[src/rtl/dice_turn_scheduler.sv]
// Turn sequencer for the two-player dice datapath: button conditioning, A1/B1/A2/B2 order, die sampling.
// Optional idle auto-throw timer is compiled in with `define DICE_AUTO_THROW_EN.
module dice_turn_scheduler #(
    parameter int DIE_MAX      = 6,
    parameter int DEBOUNCE_CYC = 4,
    parameter int TIMEOUT_CYC  = 1000,
    parameter int TMR_W        = 10
) (
    input  logic       clkin,
    input  logic       reset,
    input  logic       throwa,
    input  logic       throwb,
    input  logic       game_over,
    input  logic       new_game,
    output logic       roll_vld,
    output logic [3:0] roll_val,
    output logic       roll_plr,
    output logic [1:0] roll_idx,
    output logic [1:0] turn,
    output logic [3:0] round,
    output logic       roll_auto
);

    localparam int CNT_W = $clog2(DEBOUNCE_CYC + 1);

    typedef enum logic [1:0] {WAIT_A, WAIT_B, EMIT, HALT} state_t;

    state_t                      state, state_nxt;
    logic   [3:0]                die;
    logic   [1:0]                raw, sync1, sync2, deb, press;
    logic   [1:0][CNT_W-1:0]     cnt;
    logic                        waiting, real_press, timeout, take;

    // Free-running die: 1..DIE_MAX, never 0
    always_ff @(posedge clkin or negedge reset) begin
        if (!reset)                    die <= 4'd1;
        else if (die == 4'(DIE_MAX))   die <= 4'd1;
        else                           die <= die + 4'd1;
    end

    assign raw = {throwb, throwa};

    // Bit 0 = player A, bit 1 = player B. press is high the cycle deb falls.
    always_ff @(posedge clkin or negedge reset) begin
        if (!reset) begin
            sync1 <= '1;
            sync2 <= '1;
            deb   <= '1;
            press <= '0;
            cnt   <= '0;
        end else begin
            sync1 <= raw;
            sync2 <= sync1;
            for (int i = 0; i < 2; i++) begin
                press[i] <= 1'b0;
                if (sync2[i] == deb[i]) begin
                    cnt[i] <= '0;
                end else if (cnt[i] == CNT_W'(DEBOUNCE_CYC - 1)) begin
                    deb[i]   <= sync2[i];
                    cnt[i]   <= '0;
                    press[i] <= ~sync2[i];
                end else begin
                    cnt[i] <= cnt[i] + 1'b1;
                end
            end
        end
    end

    assign waiting    = (state == WAIT_A) || (state == WAIT_B);
    assign real_press = ((state == WAIT_A) && press[0]) || ((state == WAIT_B) && press[1]);

`ifdef DICE_AUTO_THROW_EN
    logic [TMR_W-1:0] tmr;
    logic             auto_q;

    always_ff @(posedge clkin or negedge reset) begin
        if (!reset)                                       tmr <= '0;
        else if (new_game || !waiting || state_nxt != state) tmr <= '0;
        else                                              tmr <= tmr + 1'b1;
    end

    assign timeout = waiting && (tmr == TMR_W'(TIMEOUT_CYC - 1));

    // A real press in the same cycle as the timeout wins.
    always_ff @(posedge clkin or negedge reset) begin
        if (!reset)    auto_q <= 1'b0;
        else if (take) auto_q <= ~real_press;
    end

    assign roll_auto = roll_vld & auto_q;
`else
    assign timeout   = 1'b0;
    assign roll_auto = 1'b0;
`endif

    always_comb begin
        state_nxt = state;
        take      = 1'b0;
        if (new_game) begin
            state_nxt = WAIT_A;
        end else begin
            case (state)
                WAIT_A, WAIT_B: begin
                    if (game_over) begin
                        state_nxt = HALT;
                    end else if (real_press || timeout) begin
                        take      = 1'b1;
                        state_nxt = EMIT;
                    end
                end
                EMIT:    state_nxt = game_over ? HALT : (roll_idx[0] ? WAIT_A : WAIT_B);
                HALT:    state_nxt = HALT;
                default: state_nxt = WAIT_A;
            endcase
        end
    end

    always_ff @(posedge clkin or negedge reset) begin
        if (!reset) begin
            state    <= WAIT_A;
            roll_val <= 4'd1;
            roll_idx <= 2'd0;
            round    <= 4'd0;
        end else begin
            state <= state_nxt;
            if (take) roll_val <= die;
            if (new_game) begin
                roll_idx <= 2'd0;
                round    <= 4'd0;
            end else if (state == EMIT) begin
                roll_idx <= roll_idx + 2'd1;
                if (roll_idx == 2'd3 && round != 4'd15) round <= round + 4'd1;
            end
        end
    end

    // The fixed A,B,A,B order makes the player the low bit of the throw index.
    assign roll_plr = roll_idx[0];
    assign roll_vld = (state == EMIT);

    always_comb begin
        turn = 2'b00;
        case (state)
            WAIT_A:  turn = 2'b01;
            WAIT_B:  turn = 2'b10;
            EMIT:    turn = roll_idx[0] ? 2'b10 : 2'b01;
            default: turn = 2'b00;
        endcase
    end

endmodule

[config.mk]
export PLATFORM = sky130hd
export DESIGN_NAME = dice_turn_scheduler
export DESIGN_NICKNAME = d
export VERILOG_FILES = /design/src/rtl/dice_turn_scheduler.sv
export SDC_FILE = /design/constraint.sdc
export NUM_CORES = 1
export LEC_CHECK = 0
export CORE_MARGIN = 2
export CORE_UTILIZATION = 55
export CTS_CLUSTER_SIZE = 24
export DETAILED_ROUTE_END_ITERATION = 12
export PLACE_DENSITY_LB_ADDON = 0.3
export SETUP_SLACK_MARGIN = 0.3
export SYNTH_ARGS = -nofsm -noshare
export SYNTH_HDL_FRONTEND = slang
export SYNTH_SLANG_ARGS = --single-unit
[constraint.sdc]
create_clock -name clkin -period 3 [get_ports clkin]
set_input_delay 0.6 -clock clkin [delete_from_list [all_inputs] [get_ports clkin]]
set_output_delay 0.6 -clock clkin [all_outputs]
set_load 0.02 [all_outputs]
==> key figures, run 1 <==
Routing
  – DR WL met3: between 90 and 100 µm
  – 1st-iter DRT viols: 10
  – Drc violations: 0
  – WL/cell: ~14 µm
  – Met2 WL: 1043 µm
  – Met1 Wirelength: just over 900 µm
  – Via Count: between 800 and 900
  – Vias per inst: between 5 and 6
  – Drt first pass iters: 6
  – Routed Antenna Nets: 0
  – Drt total wl: approximately 2100 µm
  – Highest layer used for signal routing: met4

Worst setup path
  – Critical path's slowest cell: clkdlybuf4s50_1
  – Buf+Inv Stages, Crit Path: 1
  – CP arrival: around 1.9 ns
  – CP required: ~2.4 ns
  – Ordered cell list for the critical path: or2b_1, o21ai_0, clkdlybuf4s50_1
  – CP max stage delay: about 0.64 ns
  – CP Class: reg2out
  – Worst setup EP type: output pin
  – Delay-heaviest family, CP: buffers and inverters
  – Crit path max fanout: 8
  – Reg-to-reg startpoint: state[0]$_DFFE_PN0P_
  – Critical path startpoint category: flip-flop
  – Crit path from: state[0]$_DFFE_PN0P_

Global routing
  – Largest net degree at the start of global routing: 31
  – Vias in the first global route: about 800
  – Total GRT Usage: 0.1883
  – First-pass GRT wire length: ~3600 µm
  – Grt ovf: 0
  – Initial antenna violation count: 0

Power and ir drop
  – Power density over cell area: 596.2 nW/µm²
  – Worst VDD drop: 0.5223 mV
  – Leak: roughly 0.00071 µW

Clocking
  – CTS tree: done
  – Clock transition at path regs: roughly 0.090 ns
  – Post-CTS sizing: 0
  – H-tree levels: 2
  – # clock sinks: 30
  – Clock Tree Buf Depth: 2
  – Later-pin clock latency in the skew report: ~0.32 ns
  – Cts hold-fix bufs: 0
  – Num CTS Buffers: 5
  – Root buf cell: clkbuf_4
  – Post-CTS Setup Bufs: 0

Synthesis
  – Number of flops mapped to enable cells by yosys: 0
  – Net count after synthesis: 112
  – Ys Warns: 0
  – Fraction of registers with async set/reset: 1.000
  – Post-synthesis sequential area ratio: 0.5891
  – Syn Inst Count: between 100 and 150
  – Yosys reg bits: 30
  – Most used DFF post-synth: dfrtp_1
  – Mapped Area: ~1300 µm²
  – Top cell type's share of synthesized area: 0.4264
  – Yosys cell types: 31
  – Area contributors post-synth: dfrtp_1 (43%), dfstp_2 (16%), mux2_4 (4.7%)
  – Syn_area_per_cell: ~13 µm²
  – Synth area leader: dfrtp_1

Die
  – FP Rows: 17
  – Core region area: between 2000 and 2500 µm²
  – Io pins: 21
  – Height of the die: roughly 52 µm
  – Starting Density: 0.5837
  – Die Wd: about 52 µm
  – DIE AREA: between 2000 and 3000 µm²

Layout
  – Antenna cells: 0
  – Commonest non-fill, non-tap cells in the layout: dfrtp_1 (22), clkdlybuf4s50_1 (19), dfstp_2 (8)
  – Leading cell type in the layout, fill and taps excluded: dfrtp_1
  – Multi-input logic area: between 400 and 500 µm²
  – FF+latch area: approximately 760 µm²
  – Finished Cell Area: approximately 1500 µm²
  – Share of cells above drive strength 1: 0.1920
  – NumNets Final: 134
  – Layout area overhead: 19.67%
  – Layout filler cell count: 167

Placed design
  – Area after DPL: about 1500 µm²
  – Post-DP HPWL: roughly 1500 µm
  – I/O Buffers: 19
  – GP Congestion: 0.6925

STA
  – RSZ-0062 raised after global routing: no
  – Clock skew: ~0.0066 ns
  – Final min period: about 2.5 ns
  – Fin crit share: 0.8172
  – Fmax: a little over 0.4 GHz
  – Final Hold Fails: 0
  – Final setup violation count: 0
  – Slew Limit Fails: 0
  – Setup TNS: 0 ns

Job
  – Max-cap violation count: 0

Outcome
  – Run status: finished clean

Hold path
  – Hold wc startpoint: sync1[0]$_DFF_PN1_
  – Worst hold path type: reg2reg
-- synthesized netlist by cell type (3+ instances only) --
library cell and instances:
dfrtp_1 22, mux2_2 3, a21oi_1 6, inv_1 6
nor2_1 3, nor2b_1 5, o21ai_0 4, buf_4 3
nor3b_1 4, mux2_4 4, ha_1 4, xnor2_1 4
dfstp_2 8
-- cell type report --
type / count / area share
Clock buffer: 7 / 0.03563
Clock inverter: 1 / 0.003239
Inverter: 6 / 0.01457
Multi-Input combinational cell: 61 / 0.3036
Sequential cell: 30 / 0.4923
Tap cell: 28 / 0.02267
Timing Repair Buffer: 20 / 0.1279
-- registers in the layout, summed over array words and instances (netlist names) --
| register | count |
|---|---|
| cnt | 6 |
| roll_idx | 2 |
| deb | 2 |
| die | 4 |
| press | 2 |
| sync1 | 2 |
| roll_val | 4 |
| state | 2 |
| round | 4 |
| sync2 | 2 |
-- cells by family after synthesis --
family,synth area share
AOI/OAI and AO/OA,0.08140
and+or+nand+nor,0.1250
DFF,0.5891
muxes,0.08818
xor gates and xnor gates,0.02713
buffers and inverters,0.04747
other,0.002904
adders and majority gates,0.03876
-- power by group --
group          switching (µW)  internal, µW
logic                    77.9          92.1
clock network             135           113
registers                34.7           468
total                     248           674
-- per-stage QoR --
| stage | cells | power, µW | hold WS [ns] | utilization | worst slack, ns |
|---|---|---|---|---|---|
| final | 153 | 921.2 | 0.3612 | 0.6985 | 0.5485 |
| after global routing | 153 | 972.1 | 0.3692 | 0.6985 | 0.4878 |
| after CTS | 153 | 929.8 | 0.3626 | 0.6985 | 0.5524 |
| after detailed placement | 145 | 682.6 | 0.3496 | 0.6714 | 0.6328 |
| after global placement | 145 | 671.4 | 0.3457 | 0.6714 | 0.6576 |
| after floorplan | 102 | 622.5 | 0.3044 | - | 1.203 |
-- final timing paths --
kind                       cells after the start                 endpoint  slack (ns)
setup / recovery                               3                  turn[1]        0.55
hold / removal                                 0       sync2[0]$_DFF_PN1_        0.36
setup reg to reg                               3  roll_val[2]$_DFFE_PN0P_        1.37
hold reg to reg                                0       sync2[0]$_DFF_PN1_        0.36
max in group asynchronous                      2       deb[1]$_DFFE_PN1P_        2.03
min in group asynchronous                      2         cnt[2]$_DFF_PN0_        0.65
-- layer usage --
layer  GRT usage  up-vias
met5           0        -
met3     0.08571        7
met1      0.2176      412
li1            -      400
met4     0.08120        0
met2      0.3000       25
Power figures use the tool's default switching activity.
==> run 2: changes to the inputs <==
CORE_UTILIZATION = 46   (was 55)
clock period = 2.2 ns   (was 3 ns; I/O delays follow)
==> run 2 against run 1 <==
  * Worst hold slack worse by 0.0013 ns
  * Sequential power up 37%
  * Wire length down 4.5%
  * First-iteration DRC count up 70%
  * Utilization down 13 points
  * Final cell count up 2.6%
  * Flip-flop and latch count unchanged
  * Critical path depth down 2
  * Register-to-register slack worse by 0.76 ns
  * Setup slack worse by 0.16 ns
==> key figures, run 2 (synthesis gave the netlist of run 1 again) <==
Global routing
  – Total GRT Usage: 0.1444 (was 0.1883)
  – Largest net degree at the start of global routing: 31 (unchanged)
  – Grt ovf: 0 (unchanged)
  – First-pass GRT wire length: 3539 µm (was 3594 µm)
  – Initial antenna violation count: 0 (unchanged)
  – Vias in the first global route: 839 (was 817)

STA
  – Clock skew: 0.01094 ns (was 0.006631 ns)
  – Fin crit share: 0.8213
  – Setup TNS: 0 ns (unchanged)
  – Fmax: between 0.5 and 0.6 GHz
  – Final min period: ~1.8 ns
  – Final Hold Fails: 0 (unchanged)
  – Final setup violation count: 0 (unchanged)
  – RSZ-0062 raised after global routing: no (unchanged)
  – Slew Limit Fails: 0 (unchanged)

Worst setup path
  – Reg-to-reg startpoint: state[0]$_DFFE_PN0P_ (unchanged)
  – Crit path max fanout: 5 (was 8)
  – Ordered cell list for the critical path: clkdlybuf4s50_1 (was or2b_1, o21ai_0, clkdlybuf4s50_1)
  – Worst setup EP type: output pin (unchanged)
  – Critical path's slowest cell: clkdlybuf4s50_1 (unchanged)
  – Critical path startpoint category: flip-flop (unchanged)
  – R2r setup slk: 0.61 ns (was 1.37 ns)
  – FF-to-FF path depth: 3 (unchanged)
  – CP Class: reg2out (unchanged)
  – CP max stage delay: 0.63 ns (was 0.64 ns)
  – CP required: 1.76 ns (was 2.40 ns)
  – Buf+Inv Stages, Crit Path: 1 (unchanged)
  – CP arrival: 1.37 ns (was 1.85 ns)
  – Delay-heaviest family, CP: buffers and inverters (unchanged)
  – Reg-to-Reg End: roll_val[1]$_DFFE_PN0P_ (was roll_val[2]$_DFFE_PN0P_)

Routing
  – Drt first pass iters: 4 (was 6)
  – Drt total wl: 2006 µm (was 2100 µm)
  – Via Count: 825 (was 844)
  – WL/cell: 12.78 µm (was 13.73 µm)
  – Drc violations: 0 (unchanged)
  – Routed Antenna Nets: 0 (unchanged)
  – Vias per inst: 5.255 (was 5.516)
  – 1st-iter DRT viols: 17 (was 10)

Clocking
  – CTS tree: done (unchanged)
  – Later-pin clock latency in the skew report: 0.31 ns (was 0.32 ns)
  – Clock Tree Buf Depth: 2 (unchanged)
  – Clock transition at path regs: 0.09 ns (about the same)
  – # clock sinks: 30 (unchanged)
  – H-tree levels: 2 (unchanged)
  – Num CTS Buffers: 5 (unchanged)
  – Root buf cell: clkbuf_4 (unchanged)

Power and ir drop
  – Flop pwr share: 0.570 (was 0.546)
  – Leak: 0.0007488 µW (was 0.0007129 µW)
  – Power density over cell area: 779.6 nW/µm² (was 596.2 nW/µm²)
  – Pint: 887.9 µW (was 673.5 µW)
  – Worst VDD drop: 0.5076 mV (was 0.5223 mV)
  – P_sw: 317.8 µW (was 247.7 µW)
  – Gate power share: 0.188 (was 0.185)
  – Sw frac: 0.2636 (was 0.2688)
  – Clk pwr share: 0.242 (was 0.270)

Die
  – Die Wd: 56.98 µm (was 52.46 µm)
  – Core region area: 2710 µm² (was 2212 µm²)
  – Height of the die: 56.98 µm (was 52.46 µm)
  – DIE AREA: 3247 µm² (was 2752 µm²)
  – FP Rows: 19 (was 17)
  – Starting Density: 0.4765 (was 0.5837)
  – Io pins: 21 (unchanged)

Layout
  – Leading cell type in the layout, fill and taps excluded: dfrtp_1 (unchanged)
  – Max FFs per register: 6 (unchanged)
  – NumNets Final: 135 (was 134)
  – Largest Register: cnt (unchanged)
  – Layout filler cell count: 239 (was 167)
  – Final Util: 0.5706 (was 0.6985)
  – Finished Cell Area: 1546 µm² (was 1545 µm²)
  – Layout area overhead: 19.77% (was 19.67%)
  – Antenna cells: 0 (unchanged)
  – Commonest non-fill, non-tap cells in the layout: dfrtp_1 (20), clkdlybuf4s50_1 (13), dfstp_2 (8) (was dfrtp_1 (22), clkdlybuf4s50_1 (19), dfstp_2 (8))
  – Share of cells above drive strength 1: 0.2143 (was 0.1920)

Placed design
  – Area after DPL: 1496 µm² (was 1485 µm²)
  – Post-DP HPWL: 1482 µm (was 1467 µm)
  – GP Congestion: 0.7933 (was 0.6925)
  – I/O Buffers: 19 (unchanged)

Hold path
  – Cells on Worst Hold Path: 0 (unchanged)
  – Worst hold path type: reg2reg (unchanged)
  – Hold wc startpoint: sync1[1]$_DFF_PN1_ (was sync1[0]$_DFF_PN1_)
  – Hold Path Sink: sync2[1]$_DFF_PN1_ (was sync2[0]$_DFF_PN1_)

Outcome
  – Run status: finished clean (unchanged)

Job
  – Max-cap violation count: 0 (unchanged)
==> run 2: layout make-up <==
cell class / count / area, µm² / area share
flip-flops and latches: 30 / 763.2 / 0.4935
multi-input cells: 61 / 471.7 / 0.3050
repair buffers: 21 / 201.4 / 0.1303
clock buffers: 8 / 48.80 / 0.03155
well taps: 31 / 38.79 / 0.02508
inverters: 6 / 22.52 / 0.01456
==> run 2: worst max path at each step <==
stage / from / to / slack [ns] / cells past startpoint
6_report: round[2]$_DFFE_PN0P_ / round[2] / 0.39 / 1
5_1_grt: state[1]$_DFFE_PN0P_ / turn[1] / 0.34 / 3
4_1_cts: state[1]$_DFFE_PN0P_ / turn[1] / 0.30 / 3
3_5_place_dp: game_over / roll_val[1]$_DFFE_PN0P_ / 0.17 / 3
3_3_place_gp: game_over / roll_val[1]$_DFFE_PN0P_ / 0.19 / 3
2_1_floorplan: new_game / roll_val[1]$_DFFE_PN0P_ / 0.56 / 4
==> run 2: metrics by stage <==
stage	hold slack, ns	instances	power, µW	setup WS [ns]
5_1_grt	0.3678	157	1283	0.3411
3_3_place_gp	0.3460	149	915.9	0.1878
4_1_cts	0.3617	157	1229	0.3022
6_report	0.3600	157	1206	0.3932
2_1_floorplan	0.1444	102	848.9	0.5633
3_5_place_dp	0.3500	149	937.5	0.1662
==> run 2: routing by layer <==
metal | routed length [µm] | share of wire | GRT usage | up-vias
li1 | - | - | - | 398
met1 | 853 | 0.43 | 0.1566 | 400
met2 | 984 | 0.49 | 0.2397 | 20
met3 | 125 | 0.062 | 0.05896 | 7
met4 | 43 | 0.021 | 0.07973 | 0
met5 | 0 | 0 | 0 | -
==> run 2: repair_timing <==
item                                   in CTS  in global routing
buffers inserted                            0                  0
setup endpoints to repair                   4                  4
endpoints found under the hold margin       0                  0
hold buffers                                0                  0
gates resized for setup                     7                  5
==> run 2: power by group through the flow <==
stage	registers (µW)	logic [µW]	clock network [µW]
after floorplan	698	151	0
after global placement	690	226	0
after detailed placement	698	240	0
after CTS	688	235	307
after global routing	696	253	334
final	688	227	291
==> run 3: changes to the inputs <==
clock period = 1.55 ns   (was 2.2 ns; I/O delays follow)
==> run 3 against run 2 <==
  * The run now ends with setup timing left
  * Clock skew increased by 0.0028 ns
  * Clock power up 62%
  * Die area did not move
  * Register-to-register slack worse by 0.66 ns
  * Non-clock buffer count increased by 19
  * Power up 53%
  * Utilization up 9.1 points
  * Wire length increased by 23%
  * Flip-flop and latch count unchanged
  * Cell area rose by 16%
  * Final cell count increased by 12%
  * Largest cell class unchanged
  * Largest power group unchanged
  * Highest routed layer unchanged
==> key figures, run 3 (synthesis gave the netlist of run 1 again) <==
Die
  – Core region area: 2710 µm² (unchanged)
  – FP Rows: 19 (unchanged)
  – Die Wd: 56.98 µm (unchanged)
  – Starting Density: 0.4765 (unchanged)
  – Height of the die: 56.98 µm (unchanged)
  – DIE AREA: 3247 µm² (unchanged)
  – Io pins: 21 (unchanged)

Power and ir drop
  – Worst VDD drop: 0.8531 mV (was 0.5076 mV)
  – Leak: 0.0008538 µW (was 0.0007488 µW)
  – Power density over cell area: 1032 nW/µm² (was 779.6 nW/µm²)

Layout
  – Commonest non-fill, non-tap cells in the layout: dfrtp_1 (18), buf_4 (17), buf_6 (14) (was dfrtp_1 (20), clkdlybuf4s50_1 (13), dfstp_2 (8))
  – FF+latch area: 765.7 µm² (was 763.2 µm²)
  – Final Util: 0.6616 (was 0.5706)
  – Layout area overhead: 38.86% (was 19.77%)
  – Layout filler cell count: 215 (was 239)
  – NumNets Final: 154 (was 135)
  – Largest Register: cnt (unchanged)
  – Multi-input logic area: 535.5 µm² (was 471.7 µm²)
  – Max FFs per register: 6 (unchanged)
  – Leading cell type in the layout, fill and taps excluded: dfrtp_1 (unchanged)
  – Share of cells above drive strength 1: 0.5172 (was 0.2143)
  – Finished Cell Area: 1793 µm² (was 1546 µm²)
  – Antenna cells: 0 (unchanged)

Clocking
  – Num CTS Buffers: 5 (unchanged)
  – CTS tree: done (unchanged)
  – # clock sinks: 30 (unchanged)
  – Cts hold-fix bufs: 0 (unchanged)
  – Later-pin clock latency in the skew report: 0.32 ns (was 0.31 ns)
  – Root buf cell: clkbuf_4 (unchanged)
  – Clock transition at path regs: 0.10 ns (was 0.09 ns)
  – H-tree levels: 2 (unchanged)
  – Clock Tree Buf Depth: 2 (unchanged)

Worst setup path
  – CP required: 1.74 ns (was 1.76 ns)
  – Reg-to-reg startpoint: state[0]$_DFFE_PN0P_ (unchanged)
  – Worst setup EP type: flip-flop (was output pin)
  – Critical path startpoint category: flip-flop (unchanged)
  – Reg-to-Reg End: round[3]$_DFFE_PN0P_ (was roll_val[1]$_DFFE_PN0P_)
  – Critical Path Sink: round[3]$_DFFE_PN0P_ (was round[2])
  – Crit path from: state[0]$_DFFE_PN0P_ (was round[2]$_DFFE_PN0P_)
  – CP arrival: 1.79 ns (was 1.37 ns)
  – Crit path max fanout: 8 (was 5)
  – FF-to-FF path depth: 4 (was 3)
  – R2r setup slk: -0.05 ns (was 0.61 ns)
  – CP Class: reg2reg (was reg2out)

Routing
  – 1st-iter DRT viols: 10 (was 17)
  – Drt first pass iters: 4 (unchanged)
  – Via Count: 921 (was 825)
  – Drt total wl: 2463 µm (was 2006 µm)
  – Met1 Wirelength: 982 µm (was 853 µm)
  – Drc violations: 0 (unchanged)
  – DR WL met3: 114 µm (was 125 µm)
  – Vias per inst: 5.233 (was 5.255)
  – WL/cell: 13.99 µm (was 12.78 µm)
  – Met2 WL: 1343 µm (was 984 µm)
  – Routed Antenna Nets: 0 (unchanged)
  – Highest layer used for signal routing: met4 (unchanged)

Global routing
  – Total GRT Usage: 0.1620 (was 0.1444)
  – Initial antenna violation count: 0 (unchanged)
  – First-pass GRT wire length: 4036 µm (was 3539 µm)
  – Largest net degree at the start of global routing: 31 (unchanged)
  – Vias in the first global route: 934 (was 839)
  – Grt ovf: 0 (unchanged)

STA
  – Clock skew: 0.01377 ns (was 0.01094 ns)
  – RSZ-0062 raised after global routing: yes (was no)
  – Final Hold Fails: 0 (unchanged)
  – Fmax: 0.6242 GHz
  – Final setup violation count: 5 (was 0)
  – Final min period: between 1.5 and 2 ns
  – Fin crit share: 1.034
  – Slew Limit Fails: 0 (unchanged)
  – Fin Hold WS: 0.3339 ns (was 0.3600 ns)
  – Setup ws final: -0.05199 ns (was 0.3932 ns)

Placed design
  – I/O Buffers: 19 (unchanged)
  – Area after DPL: 1608 µm² (was 1496 µm²)
  – GP Congestion: 0.7665 (was 0.7933)
  – Post-DP HPWL: 1597 µm (was 1482 µm)

Job
  – Max-cap violation count: 0 (unchanged)

Outcome
  – Run status: finished with violations (was finished clean)
  – Failing checks: setup timing

Hold path
  – Worst hold path type: in2async (was reg2reg)
[run 3: cell types whose count changed in the layout (fill, tap and decap cells not counted), sizes merged]
| cell | change |
|---|---|
| dlygate4sd2 | -3 |
| clkdlybuf4s50 | -8 |
| buf | +33 |
| dlymetal6s2s | -2 |
| clkbuf | -2 |
| clkinv | +1 |
[run 3: metal layers]
metal | vias up | GRT usage
li1 | 443 | -
met1 | 454 | 0.1924
met2 | 20 | 0.2775
met5 | - | 0
met4 | 0 | 0.04983
met3 | 4 | 0.05669
[run 3: layout make-up]
class	count	share of cell area
Inverter	6	0.01256
Sequential cell	30	0.4271
Timing Repair Buffer	40	0.2066
Tap cell	31	0.02163
Multi-Input combinational cell	61	0.2987
Clock buffer	7	0.03070
Clock inverter	1	0.002791
[run 3: worst min path at each step]
stage                                   from                 endpoint  slack, ns  cells past startpoint
final                                  reset  roll_idx[0]$_DFFE_PN0P_       0.33                      2
after global routing                   reset  roll_idx[0]$_DFFE_PN0P_       0.34                      2
after CTS                              reset  roll_idx[0]$_DFFE_PN0P_       0.34                      2
after detailed placement  sync1[1]$_DFF_PN1_       sync2[1]$_DFF_PN1_       0.35                      0
after global placement    sync1[0]$_DFF_PN1_       sync2[0]$_DFF_PN1_       0.35                      0
after floorplan                        reset         cnt[0]$_DFF_PN0_       0.01                      0
[run 3: critical path: stages (launching register included)]
cell      delay [ns]
dfrtp_1         0.43
buf_4           0.16
nand3b_1        0.30
o311ai_1        0.39
o41ai_1         0.17
[run 3: through the flow]
stage	total power, µW	setup TNS, ns	instances	setup slack, ns
global route	1976	-0.5312	176	-0.1177
global placement	1337	-1.456	158	-0.3291
finish	1850	-0.1477	176	-0.05199
CTS	1849	-0.01837	171	-0.007559
floorplan	1208	0	102	0.02349
detailed placement	1358	-1.515	158	-0.3385
[run 3: timing repair]
item                       4_1_cts  5_1_grt
setup endpoints to repair       22       22
pin swaps                        0        3
resized for setup               76       17
buffers inserted                 5        5
[run 3: power by group]
part | total (µW) | leakage [µW] | switching (µW) | internal (µW)
clock | 470 | 0.0000353 | 251 | 220
sequential | 969 | 0.000376 | 62.1 | 907
combinational | 411 | 0.000442 | 178 | 233
